## src/rtl/icache_pkg.sv

```systemverilog
// Shared constants and types for the instruction cache: word width,
// default geometry and FSM state encodings.
package icache_pkg;

  localparam int unsigned WORD_W                = 32;
  localparam int unsigned ICACHE_INDEX_BIT_DEF  = 4;  // 16 lines
  localparam int unsigned ICACHE_OFFSET_BIT_DEF = 2;  // 4 words (16 bytes) per line

  typedef enum logic [0:0] {
    IDLE   = 1'b0,
    REFILL = 1'b1
  } icache_state_e;

endpackage

```

## src/rtl/icache_if.sv

```systemverilog
// Fetch-side and memory-side signal bundle of the instruction cache.
//   fetch : inst_req, pc, clear        -> cache
//           inst_ready, inst, mem_busy <- cache
//   memory: miss_req, miss_addr        <- cache
//           miss_ready, miss_data      -> cache
// slave  = the cache, master = instruction unit / memory unit / bench.
interface icache_if;

  logic                          inst_req;
  logic [icache_pkg::WORD_W-1:0] pc;
  logic                          clear;
  logic                          inst_ready;
  logic [icache_pkg::WORD_W-1:0] inst;
  logic                          mem_busy;
  logic                          miss_req;
  logic [icache_pkg::WORD_W-1:0] miss_addr;
  logic                          miss_ready;
  logic [icache_pkg::WORD_W-1:0] miss_data;

  modport slave (
    input  inst_req, pc, clear, miss_ready, miss_data,
    output inst_ready, inst, mem_busy, miss_req, miss_addr
  );

  modport master (
    output inst_req, pc, clear, miss_ready, miss_data,
    input  inst_ready, inst, mem_busy, miss_req, miss_addr
  );

endinterface

```

## src/rtl/icache.sv

```systemverilog
// Direct-mapped instruction cache with register-based tag/data arrays.
// Hits are answered combinationally in IDLE; a miss refills the whole line
// one word at a time through the miss_req/miss_ready handshake.
// Ports:
//   clk_in, rst_in (sync, active-high), rdy_in (freeze all state when low)
//   bus    : icache_if.slave (fetch request/response and refill handshake)
//   hit_cnt, miss_cnt : statistics counters, only with ICACHE_STATS_EN
// Optional feature macro: ICACHE_STATS_EN.
module icache
  import icache_pkg::*;
#(
  parameter int unsigned ICACHE_INDEX_BIT  = ICACHE_INDEX_BIT_DEF,
  parameter int unsigned ICACHE_OFFSET_BIT = ICACHE_OFFSET_BIT_DEF
) (
  input  logic              clk_in,
  input  logic              rst_in,
  input  logic              rdy_in,
  icache_if.slave           bus
`ifdef ICACHE_STATS_EN
  ,
  output logic [WORD_W-1:0] hit_cnt,
  output logic [WORD_W-1:0] miss_cnt
`endif
);

  localparam int unsigned LINES  = 1 << ICACHE_INDEX_BIT;
  localparam int unsigned WORDS  = 1 << ICACHE_OFFSET_BIT;
  localparam int unsigned LINE_W = WORD_W - ICACHE_OFFSET_BIT - 2;
  localparam int unsigned TAG_W  = LINE_W - ICACHE_INDEX_BIT;
  localparam logic [ICACHE_OFFSET_BIT-1:0] LAST_WORD = ICACHE_OFFSET_BIT'(WORDS - 1);

  icache_state_e                state;
  logic [ICACHE_OFFSET_BIT-1:0] cnt;
  logic [LINE_W-1:0]            base_line;  // line address of the refill in flight
  logic [LINES-1:0]             valid;
  logic [TAG_W-1:0]             tag_arr  [LINES];
  logic [WORD_W-1:0]            data_arr [LINES][WORDS];

  logic [ICACHE_OFFSET_BIT-1:0] pc_off;
  logic [ICACHE_INDEX_BIT-1:0]  pc_idx;
  logic [ICACHE_INDEX_BIT-1:0]  fill_idx;
  logic [TAG_W-1:0]             pc_tag;
  logic [TAG_W-1:0]             fill_tag;
  logic                         hit;
  logic                         miss_start;
  logic                         fill_word;

  // Address split; pc[1:0] is ignored.
  assign pc_off   = bus.pc[ICACHE_OFFSET_BIT+1 : 2];
  assign pc_idx   = bus.pc[ICACHE_INDEX_BIT+ICACHE_OFFSET_BIT+1 : ICACHE_OFFSET_BIT+2];
  assign pc_tag   = bus.pc[WORD_W-1 : ICACHE_INDEX_BIT+ICACHE_OFFSET_BIT+2];
  assign fill_idx = base_line[ICACHE_INDEX_BIT-1:0];
  assign fill_tag = base_line[LINE_W-1 : ICACHE_INDEX_BIT];

  // Hit only in IDLE; clear masks the response without touching state.
  assign hit = bus.inst_req && (state == IDLE) && valid[pc_idx] &&
               (tag_arr[pc_idx] == pc_tag) && !bus.clear;

  assign miss_start = bus.inst_req && (state == IDLE) && !hit && !bus.clear && rdy_in;
  assign fill_word  = rdy_in && (state == REFILL) && bus.miss_ready;

  assign bus.inst_ready = hit;
  assign bus.inst       = hit ? data_arr[pc_idx][pc_off] : '0;
  assign bus.mem_busy   = (state == REFILL);
  assign bus.miss_req   = (state == REFILL);
  assign bus.miss_addr  = {base_line, cnt, 2'b00};

  // Control FSM: line fetch sequencing and valid bits.
  always_ff @(posedge clk_in) begin
    if (rst_in) begin
      state     <= IDLE;
      cnt       <= '0;
      base_line <= '0;
      valid     <= '0;
    end else if (rdy_in) begin
      case (state)
        IDLE: begin
          if (miss_start) begin
            base_line      <= bus.pc[WORD_W-1 : ICACHE_OFFSET_BIT+2];
            valid[pc_idx]  <= 1'b0;
            cnt            <= '0;
            state          <= REFILL;
          end
        end
        REFILL: begin
          if (bus.miss_ready) begin
            cnt <= cnt + ICACHE_OFFSET_BIT'(1);
            if (cnt == LAST_WORD) begin
              valid[fill_idx] <= 1'b1;
              state           <= IDLE;
            end
          end
        end
        default: state <= IDLE;
      endcase
    end
  end

  // Tag/data storage; deliberately not reset, valid gates every read.
  always_ff @(posedge clk_in) begin
    if (!rst_in && fill_word) begin
      data_arr[fill_idx][cnt] <= bus.miss_data;
      if (cnt == LAST_WORD) begin
        tag_arr[fill_idx] <= fill_tag;
      end
    end
  end

`ifdef ICACHE_STATS_EN
  // Hit cycles and refill entries, free-running with natural wrap.
  always_ff @(posedge clk_in) begin
    if (rst_in) begin
      hit_cnt  <= '0;
      miss_cnt <= '0;
    end else begin
      if (hit && rdy_in) begin
        hit_cnt <= hit_cnt + WORD_W'(1);
      end
      if (miss_start) begin
        miss_cnt <= miss_cnt + WORD_W'(1);
      end
    end
  end
`endif

endmodule

```

## src/flat_wrapper.sv

```systemverilog
// flat-port wrapper written by rule: the top's interface ports become plain ports
module icache_flat import icache_pkg::*;
#(
  parameter int unsigned ICACHE_INDEX_BIT  = ICACHE_INDEX_BIT_DEF,
  parameter int unsigned ICACHE_OFFSET_BIT = ICACHE_OFFSET_BIT_DEF
)
  (clk_in, rst_in, rdy_in, bus_inst_req, bus_pc, bus_clear, bus_miss_ready, bus_miss_data, bus_inst_ready, bus_inst, bus_mem_busy, bus_miss_req, bus_miss_addr);
  icache_if bus_i ();
  input  logic clk_in;
  input  logic rst_in;
  input  logic rdy_in;
  input wire logic [$bits(bus_i.inst_req)-1:0] bus_inst_req;
  input wire logic [$bits(bus_i.pc)-1:0] bus_pc;
  input wire logic [$bits(bus_i.clear)-1:0] bus_clear;
  input wire logic [$bits(bus_i.miss_ready)-1:0] bus_miss_ready;
  input wire logic [$bits(bus_i.miss_data)-1:0] bus_miss_data;
  output wire logic [$bits(bus_i.inst_ready)-1:0] bus_inst_ready;
  output wire logic [$bits(bus_i.inst)-1:0] bus_inst;
  output wire logic [$bits(bus_i.mem_busy)-1:0] bus_mem_busy;
  output wire logic [$bits(bus_i.miss_req)-1:0] bus_miss_req;
  output wire logic [$bits(bus_i.miss_addr)-1:0] bus_miss_addr;
  assign bus_i.inst_req = bus_inst_req;
  assign bus_i.pc = bus_pc;
  assign bus_i.clear = bus_clear;
  assign bus_i.miss_ready = bus_miss_ready;
  assign bus_i.miss_data = bus_miss_data;
  assign bus_inst_ready = bus_i.inst_ready;
  assign bus_inst = bus_i.inst;
  assign bus_mem_busy = bus_i.mem_busy;
  assign bus_miss_req = bus_i.miss_req;
  assign bus_miss_addr = bus_i.miss_addr;
  icache #(.ICACHE_INDEX_BIT(ICACHE_INDEX_BIT), .ICACHE_OFFSET_BIT(ICACHE_OFFSET_BIT)) u_core (.clk_in(clk_in), .rst_in(rst_in), .rdy_in(rdy_in), .bus(bus_i));
endmodule
```

## config.mk

```make
export PLATFORM = sky130hd
export DESIGN_NAME = icache_flat
export DESIGN_NICKNAME = d
export VERILOG_FILES = /design/src/rtl/icache_pkg.sv /design/src/rtl/icache_if.sv /design/src/rtl/icache.sv /design/src/flat_wrapper.sv
export SDC_FILE = /design/constraint.sdc
export NUM_CORES = 2
export LEC_CHECK = 0
export CELL_PAD_IN_SITES_DETAIL_PLACEMENT = 1
export CELL_PAD_IN_SITES_GLOBAL_PLACEMENT = 1
export CORE_MARGIN = 2
export CORE_UTILIZATION = 35
export DETAILED_ROUTE_END_ITERATION = 8
export PLACE_DENSITY_LB_ADDON = 0.15
export SLEW_MARGIN = 10
export SYNTH_ARGS = -nofsm -noshare
export SYNTH_HDL_FRONTEND = slang
export SYNTH_SLANG_ARGS = --single-unit
```

## constraint.sdc

```tcl
create_clock -name clk_in -period 6.6 [get_ports clk_in]
set_clock_uncertainty 0.1 [all_clocks]
set_input_delay 0.99 -clock clk_in [delete_from_list [all_inputs] [get_ports clk_in]]
set_output_delay 0.99 -clock clk_in [all_outputs]
set_load 0.01 [all_outputs]
```

==> results.py <==
metrics = {
    "timing": {
        "finalCritPeriodShare_pct": 95.47,
        "relSlewSlack_pct": 17.23,
        "setup_viol": 0,
        "fin_ws_ns": 0.2992,
        "finalCriticalPeriod_ns": 6.301,
        "drv_slew": 0,
        "worst_slew_pin_slew_ns": 1.242,
        "hold_viol_final": 0,
        "clock.fmax_mhz": 158.7,
        "tns_ns": 0,
        "rsz0062_at_grt": "no",
    },
    "route": {
        "vias": 44400,
        "drcViolationCount": 0,
        "first_pass_iters": 7,
        "ant_nets": 0,
        "drt_iter0_drc": 4455,
        "drt_wl_total_mm": 273.5,
        "wl_per_cell_um": 33.76,
        "vias_per_cell": 5.482,
    },
    "critical_path": {
        "rr_endpoint": "u_core.valid[3]$_SDFFE_PP0P_",
        "endpoint_kind": "output pin",
        "r2r_cells": 9,
        "path_depth": 15,
        "crit_end": "bus_inst[20]",
        "cpLargestDelayFamily": "buffers and inverters",
        "crit_start": "bus_pc[5]",
        "worstPathMaxFanout": 34,
        "start_kind": "primary input",
        "cp_data_required_time_ns": 5.51,
        "cp_cell_sequence": "buf_8 -> buf_12 -> buf_4 -> mux4_2 -> mux2i_1 -> xor2_1 -> nand2_1 -> nor4_1 -> buf_4 -> a31oi_1 -> or4_2 -> inv_2 -> buf_12 -> and2_1 -> clkdlybuf4s50_1",
        "setup.worst_path.class": "in2out",
        "cp.arrival_ns": 5.21,
        "cpPeakStageDelay_ns": 0.71,
        "worstReg2RegStart": "u_core.tag_arr[15][17]$_DFFE_PP_",
        "path_buf_inv": 7,
        "cp_slowest_cell": "or4_2",
        "reg2reg_slack_ns": 2.01,
    },
    "power": {
        "cellPowerDensity_nw_per_um2": 307.0,
        "ir_drop_mv": 0.1903,
        "leakagePower_nw": 33.90,
    },
    "synthesis": {
        "synth-compound-area-share_pct": 1.035,
        "synth_top_family_by_area": "multiplexers",
        "synth_top_area_share_pct": 76.75,
        "synthCells": 3959,
        "synth-simple-area-share_pct": 1.191,
        "synth_sequential_area_ratio_pct": 77.74,
        "ys_ff_latch": 2479,
        "postSynthAreaPerCell_um2": 24.04,
        "synth-edff-count": 2432,
        "ys.flop_type": "edfxtp_1",
        "netlist_area_um2": 95160,
        "synth_cell_types": 55,
        "synthMuxAreaShare_pct": 18.73,
        "yosysWarnings": 0,
        "ys_async_sr_fraction_pct": 0,
        "yosys-top-cells-area": "edfxtp_1 77%, mux4_2 18%, dfxtp_1 0.99%",
        "synthAdderAreaFrac_pct": 0.05260,
        "synth_xor_area_share_pct": 0.2209,
        "synth_top_cell_by_area": "edfxtp_1",
    },
    "floorplanning": {
        "die_y_um": 525.4,
        "fp.dieArea_um2": 276100,
        "fp.dieW_um": 525.4,
        "ioPinCount": 137,
        "rows": 191,
        "core_um2": 270500,
        "initial_core_util_pct": 35.17,
    },
    "grt": {
        "grt_pass1_wl_mm": 381.0,
        "grt_pass1_vias": 47590,
        "overflow": 0,
        "antenna_found_initial": 47,
        "grt_max_degree": 140,
        "track_usage_pct": 19.68,
    },
    "placed_design": {
        "portBuffers": 132,
        "dp_hpwl_mm": 147.3,
        "dp_cells": 7604,
        "pre_cts_slack_ns": 0.07866,
        "gp_congestion": 0.7325,
    },
    "layout": {
        "final_cell_count_no_fill": 8100,
        "nets": 4389,
        "synthToLayoutAreaGrowth_pct": 16.38,
        "nFillCells": 24870,
        "drive_above_1_share_pct": 31.55,
    },
    "clock_network": {
        "cts.sinks": 2479,
        "cts_buffers": 279,
        "cts_buffer_depth": 4,
        "tritoncts": "yes",
        "cts_root_buffer": "clkbuf_16",
        "cts-htree-levels": 5,
        "clock_latency_ns": 0.87,
        "clk_pin_slew_worst_paths_ns": 0.05,
        "ctsHoldBuffers": 0,
    },
    "outcome": {
        "status": "finished, final reports clean",
    },
    "flow_run": {
        "drv_cap": 0,
    },
    "worst_hold_path": {
        "whs_path_depth": 1,
        "hold_path_class": "reg2reg",
    },
}
repair_timing:
action,in CTS,in global routing
setup endpoints to repair,0,18
hold endpoints to repair,0,0
buffers inserted,0,0
gates resized for setup,0,1
metal layers:
layer / vias to the layer above / global-route usage (%) / wire [um]
li1: 17830 / - / -
met1: 24890 / 27.90 / 120000
met2: 1339 / 31.42 / 130600
met3: 329 / 3.952 / 17530
met4: 10 / 4.314 / 5259
met5: - / 0 / 69
per-stage QoR:
step / hold WS [ns] / util [%] / power, W / instance area, um^2
final: 0.3975 / 40.94 / 0.03400 / 110700
after global routing: 0.4015 / 40.93 / 0.03503 / 110700
after CTS: 0.3914 / 40.93 / 0.03439 / 110700
after detailed placement: 0.3783 / 37.67 / 0.01915 / 101900
after global placement: 0.3648 / 37.67 / 0.01913 / 101900
after floorplan: 0.3550 / - / 0.01844 / 95160
state kept, by name, summed over array words and instances (netlist names):
name,flops
u_core.valid,16
u_core.tag_arr,384
u_core.bus.mem_busy,1
u_core.data_arr,2048
u_core.base_line,28
u_core.cnt,2
logic make-up after synthesis:
kind of cell | after synthesis
AO/OA/AOI/OAI | 140
XOR/XNOR | 24
adder cells (fa/ha/maj) | 4
buffers and inverters | 229
flip-flops | 2479
multiplexers | 837
other | 1
AND/OR/NAND/NOR | 245
worst min path at each step:
stage | start | end | slack, ns
after floorplan | u_core.valid[11]$_SDFFE_PP0P_ | u_core.valid[11]$_SDFFE_PP0P_ | 0.35
after global placement | u_core.valid[15]$_SDFFE_PP0P_ | u_core.valid[15]$_SDFFE_PP0P_ | 0.36
after detailed placement | u_core.valid[14]$_SDFFE_PP0P_ | u_core.valid[14]$_SDFFE_PP0P_ | 0.38
after CTS | u_core.valid[14]$_SDFFE_PP0P_ | u_core.valid[14]$_SDFFE_PP0P_ | 0.39
after global routing | u_core.valid[10]$_SDFFE_PP0P_ | u_core.valid[10]$_SDFFE_PP0P_ | 0.40
final | u_core.valid[10]$_SDFFE_PP0P_ | u_core.valid[10]$_SDFFE_PP0P_ | 0.40
where the power goes:
group | internal, W | switching (W)
Sequential | 0.0173 | 0.0000280
Combinational | 0.000605 | 0.000876
Clock | 0.00888 | 0.00634
Total | 0.0268 | 0.00725
synthesized netlist by cell type, types with 4 or more instances:
library cell     n
a21oi_1         39
mux2_2          11
buf_2           51
nor2b_1         12
buf_1           12
nand4_1          9
o21ai_0         12
mux2i_1         72
buf_4           10
ha_1             4
inv_1           10
a31oi_1          6
xor2_1          13
xnor2_1         11
nor3_1           6
a221oi_1         5
a31o_1          10
edfxtp_1      2432
o22ai_1          5
and2_1          35
a22oi_1         11
clkbuf_1       143
nand3_1         14
dfxtp_1         47
a31o_2          26
nand2_1         59
mux4_2         754
a311oi_1         4
nor2_1          95
cell type report:
type | instances | area (um^2) | share of cell area (%)
Multi-Input combinational cell | 1252 | 20700 | 18.69
Tap cell | 3570 | 4467 | 4.033
Timing Repair Buffer | 292 | 2748 | 2.481
Inverter | 11 | 41.29 | 0.03728
Clock buffer | 356 | 7417 | 6.697
Antenna cell | 4 | 10.01 | 0.009038
Sequential cell | 2479 | 73970 | 66.79
Clock inverter | 136 | 1390 | 1.255
cell usage in the layout, fill, tap and decap left out, drive strengths merged, types with 25 or more instances in the layout:
| master | synthesis | final |
|---|---|---|
| edfxtp | 2432 | 2432 |
| mux4 | 754 | 754 |
| clkbuf | 143 | 356 |
| buf | 75 | 198 |
| nor2 | 96 | 96 |
| clkinv | 0 | 95 |
| clkdlybuf4s50 | 0 | 94 |
| mux2i | 72 | 72 |
| nand2 | 59 | 59 |
| dfxtp | 47 | 47 |
| a21oi | 39 | 39 |
| and2 | 36 | 36 |
| a31o | 36 | 36 |
| inv | 11 | 25 |
worst register-to-register path, delay by kind of cell (launching register included):
family / cells / cell delay, ns
simple gates: 4 / 2.06
flops: 1 / 0.35
mux: 2 / 1.01
buf+inv: 1 / 0.36
compound gates: 1 / 0.42
xor+xnor: 1 / 0.18
No activity file was read; power rests on OpenSTA's default activity.
